[config.mk]
export PLATFORM = sky130hd
export DESIGN_NAME = seven_segment_scan
export DESIGN_NICKNAME = d
export VERILOG_FILES = /design/src/rtl/seven_segment_scan.sv
export SDC_FILE = /design/constraint.sdc
export NUM_CORES = 1
export LEC_CHECK = 0
export CAP_MARGIN = 20
export CORE_MARGIN = 5
export CORE_UTILIZATION = 45
export CTS_BUF_LIST = sky130_fd_sc_hd__clkbuf_16
export DETAILED_ROUTE_END_ITERATION = 8
export MAX_ROUTING_LAYER = met4
export PLACE_DENSITY = 0.7
export SYNTH_ARGS = -nofsm -noshare
export SYNTH_HDL_FRONTEND = slang
export SYNTH_SLANG_ARGS = --single-unit
[constraint.sdc]
create_clock -name clk -period 2.33 [get_ports clk]
set_input_delay 0.233 -clock clk [delete_from_list [all_inputs] [get_ports clk]]
set_output_delay 0.233 -clock clk [all_outputs]
set_load 0.01 [all_outputs]
[src/rtl/seven_segment_scan.sv]
// Time-multiplexed hex display driver: refresh prescaler, frame-synchronous
// double-buffered value, leading-zero blanking and selectable polarity.
module seven_segment_scan #(
    parameter int DIGITS         = 4,
    parameter int REFRESH_DIV    = 1000,
    parameter bit SEG_ACTIVE_LOW = 1'b0,
    parameter bit AN_ACTIVE_LOW  = 1'b0
) (
    input  logic                  clk,
    input  logic                  rst,
    input  logic                  load,
    input  logic [4*DIGITS-1:0]   value,
    input  logic [DIGITS-1:0]     dp_in,
    input  logic                  blank_lz,
    output logic [6:0]            Segment,
    output logic                  dp,
    output logic [DIGITS-1:0]     anode,
    output logic                  frame_tick
);

    localparam int PCW  = (REFRESH_DIV > 1) ? $clog2(REFRESH_DIV) : 1;
    localparam int IDXW = (DIGITS > 1) ? $clog2(DIGITS) : 1;

    localparam logic [PCW-1:0]    PC_LAST  = PCW'(REFRESH_DIV - 1);
    localparam logic [IDXW-1:0]   IDX_LAST = IDXW'(DIGITS - 1);
    localparam logic [6:0]        SEG_OFF  = {7{SEG_ACTIVE_LOW}};
    localparam logic              DP_OFF   = SEG_ACTIVE_LOW;
    localparam logic [DIGITS-1:0] AN_OFF   = {DIGITS{AN_ACTIVE_LOW}};

    logic [PCW-1:0]      pc_q, pc_d;
    logic [IDXW-1:0]     idx_q, idx_d;
    logic [4*DIGITS-1:0] sh_val_q, sh_val_d;
    logic [DIGITS-1:0]   sh_dp_q, sh_dp_d;
    logic [4*DIGITS-1:0] disp_val_q, disp_val_d;
    logic [DIGITS-1:0]   disp_dp_q, disp_dp_d;
    logic [6:0]          seg_q, seg_d;
    logic                dp_q, dp_d;
    logic [DIGITS-1:0]   anode_q, anode_d;
    logic                ft_q, ft_d;

    logic                tick;
    logic                frame_end;
    logic [3:0]          cur_nib;
    logic                cur_dp;
    logic                cur_lz;
    logic                zero_run;
    logic [DIGITS-1:0]   lead_zero;
    logic [DIGITS-1:0]   one_hot;
    logic [6:0]          seg_raw;

    function automatic logic [6:0] hex2seg(input logic [3:0] h);
        logic [6:0] s;
        s = 7'b0000000;
        unique case (h)
            4'h0: s = 7'b1111110;
            4'h1: s = 7'b0110000;
            4'h2: s = 7'b1101101;
            4'h3: s = 7'b1111001;
            4'h4: s = 7'b0110011;
            4'h5: s = 7'b1011011;
            4'h6: s = 7'b1011111;
            4'h7: s = 7'b1110000;
            4'h8: s = 7'b1111111;
            4'h9: s = 7'b1111011;
            4'hA: s = 7'b1110111;
            4'hB: s = 7'b0011111;
            4'hC: s = 7'b1001110;
            4'hD: s = 7'b0111101;
            4'hE: s = 7'b1001111;
            4'hF: s = 7'b1000111;
        endcase
        return s;
    endfunction

    assign tick      = (pc_q == PC_LAST);
    assign frame_end = tick && (idx_q == IDX_LAST);

    always_comb begin
        pc_d  = pc_q + PCW'(1);
        idx_d = idx_q;
        if (tick) begin
            pc_d  = '0;
            idx_d = (idx_q == IDX_LAST) ? '0 : idx_q + IDXW'(1);
        end
    end

    // Display copy only moves at the frame boundary so a frame never tears.
    always_comb begin
        sh_val_d   = load ? value : sh_val_q;
        sh_dp_d    = load ? dp_in : sh_dp_q;
        disp_val_d = disp_val_q;
        disp_dp_d  = disp_dp_q;
        if (frame_end) begin
            disp_val_d = load ? value : sh_val_q;
            disp_dp_d  = load ? dp_in : sh_dp_q;
        end
    end

    always_comb begin
        zero_run  = 1'b1;
        lead_zero = '0;
        for (int k = DIGITS - 1; k >= 0; k--) begin
            zero_run     = zero_run & (disp_val_q[4*k +: 4] == 4'h0);
            lead_zero[k] = zero_run;
        end
    end

    always_comb begin
        cur_nib = 4'h0;
        cur_dp  = 1'b0;
        cur_lz  = 1'b0;
        one_hot = '0;
        for (int k = 0; k < DIGITS; k++) begin
            if (idx_q == IDXW'(k)) begin
                cur_nib    = disp_val_q[4*k +: 4];
                cur_dp     = disp_dp_q[k];
                cur_lz     = lead_zero[k] && (k != 0);
                one_hot[k] = 1'b1;
            end
        end
    end

    always_comb begin
        seg_raw = (blank_lz && cur_lz) ? 7'b0000000 : hex2seg(cur_nib);
        seg_d   = seg_raw ^ SEG_OFF;
        dp_d    = cur_dp ^ DP_OFF;
        anode_d = one_hot ^ AN_OFF;
        ft_d    = (idx_q == '0) && (pc_q == '0);
    end

    always_ff @(posedge clk) begin
        if (rst) begin
            pc_q       <= '0;
            idx_q      <= '0;
            sh_val_q   <= '0;
            sh_dp_q    <= '0;
            disp_val_q <= '0;
            disp_dp_q  <= '0;
            seg_q      <= SEG_OFF;
            dp_q       <= DP_OFF;
            anode_q    <= AN_OFF;
            ft_q       <= 1'b0;
        end else begin
            pc_q       <= pc_d;
            idx_q      <= idx_d;
            sh_val_q   <= sh_val_d;
            sh_dp_q    <= sh_dp_d;
            disp_val_q <= disp_val_d;
            disp_dp_q  <= disp_dp_d;
            seg_q      <= seg_d;
            dp_q       <= dp_d;
            anode_q    <= anode_d;
            ft_q       <= ft_d;
        end
    end

    assign Segment    = seg_q;
    assign dp         = dp_q;
    assign anode      = anode_q;
    assign frame_tick = ft_q;

endmodule

### After elaboration in Yosys (flattened, before gate mapping)

Memory sizes are Yosys's and may differ from the RTL's. A register that Yosys moved wholly into a read port is not among the register bits.
Index checks and enable logic that the tools add are counted.

* register bits after elaboration: 58
* bits in read-only memories: 112
* memories: 1
* logic and storage cells: 46
* output and inout bits: 13
* input bits: 24

* reduce and logical (&&, ||, !) cells: 10
* $add $sub $neg: 2
* equality and inequality tests: 4
* muxes and demuxes: 18
* bitwise logic cells: 2

Memories
* (name not given): depth 16, width 7, read ports 1, clocked after memory_dff 1, write ports 0, line 54 `unique case (h)`

Operator list (count)
* $mux W4: 5
* $mux W16: 1
* $logic_not A4 Y1: 3
* $mux W1: 11
* $add A10 B1 Y10 const B: 1
* $eq A10 B10 Y1 const B: 1
* $logic_not A10 Y1: 1
* $eq A2 B2 Y1 const B: 2
* $reduce_or A2 Y1: 2
* $logic_and A1 B1 Y1: 3
* $add A2 B1 Y2 const B: 1
* $and A1 B1 Y1: 2
* $eq A2 B1 Y1 const B: 1
* $logic_not A2 Y1: 1
* $mux W2: 1

### Logic depth before layout (Yosys ltp)

* depth in word-level cells: 8
* gate-level depth with buffers: 11
* gate-level depth less buffers: 10

### Worst setup path before layout

OpenSTA, ideal clock, no wires.

* path type: register -> register
* start point: register idx_q[1]
* end point: register seg_q[6], in the netlist Segment[6]
* buffers on the path: 1
* period minus slack after synthesis: 2.212 ns
* arrival time: 2.142 ns
* cell stages (with the launch flop): 12
* setup time: 0.070 ns
* slack: 0.118 ns
* data required time: 2.260 ns
* path through: dfxtp_1 inv_1 ha_1 buf_4 nor2b_1 nand2_1 a221oi_1 inv_1 ha_1 nor3_1 nor2_1 a21oi_1

* longest elaborated chain between the ends: 6
* elaborated cells between the ends (all ways): 13
* classes of those cells: eq/ne (3); mux (7); reduce/logical (3)

Ends and longest elaborated chain
* start, declared: line 31 `logic [IDXW-1:0] idx_q, idx_d;`
* start signal, assigned: line 145 `idx_q <= idx_d;`
* $eq A2 B1 Y1: line 114 `if (idx_q == IDXW'(k)) begin`
* $mux W1 (3 in series): line 114
* $logic_and A1 B1 Y1: line 124 `seg_raw = (blank_lz && cur_lz) ? 7'b0000000 : hex2seg(cur_nib);`
* $reduce_or A2 Y1 (no line)
* end, declared: line 36 `logic [6:0] seg_q, seg_d;`

Several ways; a longest one is shown, not always the timed one.
A chain may end at the register's enable or synchronous reset.

### Worst setup path after layout

* start point: register idx_q[0]
* end point: register seg_q[6], in the netlist Segment[6]

Same word-level chain as after synthesis.

==> results list <==
- Cell area after synthesis: 2715 um^2
- Combinational cells account for roughly 5.5% of the total power.
- Initial core utilization: 46.13%
* Max-cap check violation count: 0
- Across every metal layer, demand over resource in global routing totals 16.05%.
* Data arrival time of the worst path: between 2000 and 2500 ps
- Sequential fraction of design power: a little over two fifths
- Fraction of layout instances using a drive strength above 1: 10.90%
- Detailed Route Iter0 Violations: 44
- Number of levels the H-tree was split into: 3
- Across the whole layout, storage elements account for approximately 1300 um^2.
* Required time worst endpoint: ~2600 ps
* Synth Flop Type: dfxtp_1
- The final layout contains between 300 and 400 nets.
* Dominant cell type by area after synthesis: dfxtp_1
- The final layout contains routed wiring with a total length of roughly 5300 um.
- By instance count, the cell type seen most on the critical path is ha_1.
- VDD sags by at most 0.3885 mV.
- The tree built by TritonCTS fans out to 65 sinks.
- Yosys printed 0 warnings.
- Number of buffers added by the clock tree synthesis step: 9
- The critical path goes through inv_1, ha_1, a211oi_1, a221oi_2, buf_4, ha_1, or3_1, a21oi_1.
* Maximum number of pins on one net before global-route repair: 21
* TNS Setup: 0 ps
- Cell type group with the largest total delay on the critical path: adder cells
* Setup repair after global routing missed its margin: false
- Longest Clk Path Bufs: 2
- 37 I/O pins were placed.
- The synthesized design devotes to its leading area cell type approximately 48% of total area.
- The floorplan step set the die height to between 80 and 90 um.
- Clock latency on the worst-skew pair, taken at its later pin, is 330 ps.
- In this run the power density over the cells is roughly 780 nW/um^2.
- After detailed routing, the average wire length per cell comes to between 10 and 15 um.
- Proportion of total power due to net switching: between 15 and 20%
- Largest cells by area after synthesis: dfxtp_1 48%, mux2i_1 8.5%, o22a_1 6.5%
* Net count after synthesis: approximately 310
- Internal cell power: 0.002156 W
- The first global-routing pass estimated approximately 9100 um of wire.
- Crit-path max cell delay: between 300 and 400 ps
* Highest attainable clock frequency: approximately 0.46 GHz
- Critical-path cell with the highest stage delay: or3_1
- Summing all multi-input logic gate instances after layout gives between 1000 and 1500 um^2.
* Filler cell count: between 500 and 600
- Synthesis produced 269 cells.
- The region available for standard cell placement spans 5886 um^2.
* Total count of max-transition violations in the final report: 0
- TritonCTS clock tree: built
* Highest net fanout along the worst path: 10
* Power dissipated by switching net loads: roughly 0.00054 W
- Count of buffer and inverter cells on the critical path: 2
- For this design the static power due to leakage is 1.547 nW.
* DR DRC count: 0
- Counting flops and latches in the post-synthesis netlist gives 65.
- During placement, the flow inserted port buffers numbering 36.
- Remaining antenna violation count after routing: 0
* Master cell of the clock root buffer: clkbuf_16
- Of the synthesized area, sequential elements account for 47.93%.
* Actual slew at the worst max-slew pin: about 770 ps
- The die is 87.68 um wide.
- The via count of the first global-routing pass is just over 2000.
- Pre-CTS setup slack: ~36 ps
- Fin Clk Skew: about 5.0 ps
- Clock share of power: between 50% and 60%
* Min cycle time layout: around 2200 ps
- Class of the worst hold path: reg2reg
- Die footprint: 7687 um^2
* Dpl hpwl: 3734 um
- Site Rows: 28
- Setup violations remaining at the end of the flow were counted as 0.
* Number of enable-type register cells in the synthesized netlist: 0
- Async S/R FF share, synth: 0%
- The worst setup path is of the reg2reg kind.
- Of the available clock period, the critical path in the final layout requires ~93%.
- Routed vias: 2003
* Number of antenna violations at the first check in global routing: 0
- Layout overhead on the synthesized area: 27.28%
- In the post-route analysis, the smallest setup slack over all paths is 164.9 ps.
- Kind of end point of the critical path: register
* Overall overflow remaining after global route: 0
- Clock Pin Slew Worst Setup and Hold Paths: roughly 50 ps
- The average instance in the mapped netlist occupies 10.09 um^2.
- Post-synth cell types: 41
- Before antenna repair, the detailed router went through 4 iterations.
* Inserted Diodes: 0
- Slew margin rel.: 48.63%
- After detailed routing, the number of vias per cell comes to between 5 and 6.
- The run finished with clean final reports.
- Routability congestion estimate: between 0.8 and 0.9
* CP startpoint kind: register
* Hold Violations, Final: 0
## cell usage in the layout, fill, tap and decap left out, types with 2 or more instances in the layout
master,count
a21oi_1,7
a221oi_1,4
a311o_1,2
a311oi_1,2
and3_1,5
buf_4,8
bufinv_16,2
clkbuf_16,9
clkdlybuf4s50_1,36
clkinv_2,2
dfxtp_1,63
dfxtp_2,2
ha_1,11
ha_2,2
inv_1,11
mux2i_1,23
nand2_1,9
nand3_1,5
nand3b_1,3
nor2_1,38
nor2_2,2
nor2b_1,6
nor3_1,5
nor3b_1,3
nor4_1,3
o21ai_0,3
o22a_1,20
xnor2_1,6
xor2_1,2
## cell usage after synthesis, drive strengths merged, types with 5 or more instances
cell type and number:
nand3 5, nor3 5, xnor2 6, a221oi 5
nor2b 7, a21oi 7, o22a 20, inv 10
buf 13, and3 5, nor2 41, ha 13
nand2 9, dfxtp 65, mux2i 23
## area by class of cell
cell class              count  share of cell area [%]
flip-flops and latches     65                   37.73
multi-input cells         177                   37.29
repair buffers             44                   12.17
clock buffers               9                   6.517
well taps                  75                   2.715
clock inverters             7                   2.498
inverters                  10                   1.086
## power groups by stage
| stage | logic (W) | registers, W | clock network, W |
|---|---|---|---|
| 3_3_place_gp | 0.000149 | 0.00118 | 0 |
| 2_1_floorplan | 0.0000769 | 0.00118 | 0 |
| 5_1_grt | 0.000164 | 0.00116 | 0.00147 |
| 4_1_cts | 0.000152 | 0.00116 | 0.00141 |
| 6_report | 0.000149 | 0.00116 | 0.00139 |
| 3_5_place_dp | 0.000150 | 0.00118 | 0 |
## per-layer routing
metal / GRT usage (%) / share of wire, % / up-vias
met5: - / 0 / -
li1: - / - / 1028
met2: 26.03 / 48 / 35
met1: 17.03 / 45 / 930
met4: 9.066 / 2.3 / 0
met3: 5.456 / 4.2 / 10
## timing repair
action / 4_1_cts / 5_1_grt
endpoints found under the setup margin: 0 / 7
setup buffers: 0 / 1
hold buffers: 0 / 0
gates resized for setup: 0 / 7
## kinds of logic (layout without fill, tap and decap cells)
logic type / count (synthesis) / after routing / share of synthesized area (%)
flip-flops: 65 / 65 / 47.93
buffers and inverters: 27 / 70 / 5.161
adder cells (fa/ha/maj): 13 / 13 / 5.991
XOR/XNOR: 8 / 8 / 2.581
multiplexers: 23 / 23 / 8.479
AND/OR/NAND/NOR: 88 / 88 / 16.45
AO/OA/AOI/OAI: 45 / 45 / 13.41
## per-stage QoR
step	util [%]	instances	total power, W	area [um^2]	hold WS (ps)
2_1_floorplan	-	269	0.001259	2715	316.3
4_1_cts	58.29	386	0.002719	3431	464.6
6_report	58.72	387	0.002692	3456	459.4
5_1_grt	58.72	387	0.002793	3456	503.2
3_5_place_dp	53.00	370	0.001330	3119	446.9
3_3_place_gp	53.00	370	0.001328	3119	436.0
## worst paths after layout
check | start | to | depth (start not counted) | slack (ps)
setup / recovery | idx_q[0] | Segment[6] | 8 | 160
hold / removal | pc_q[0] | pc_q[0] | 1 | 460
setup reg to reg | idx_q[0] | Segment[6] | 8 | 160
hold reg to reg | pc_q[0] | pc_q[0] | 1 | 460
## registers in the layout (all words and copies together), names as in the netlist
signal      flops
sh_dp_q         4
dp              1
pc_q           10
anode           4
sh_val_q       16
idx_q           2
Segment         7
disp_dp_q       4
disp_val_q     16
frame_tick      1
Note: power is estimated with default switching activity, not from simulation.
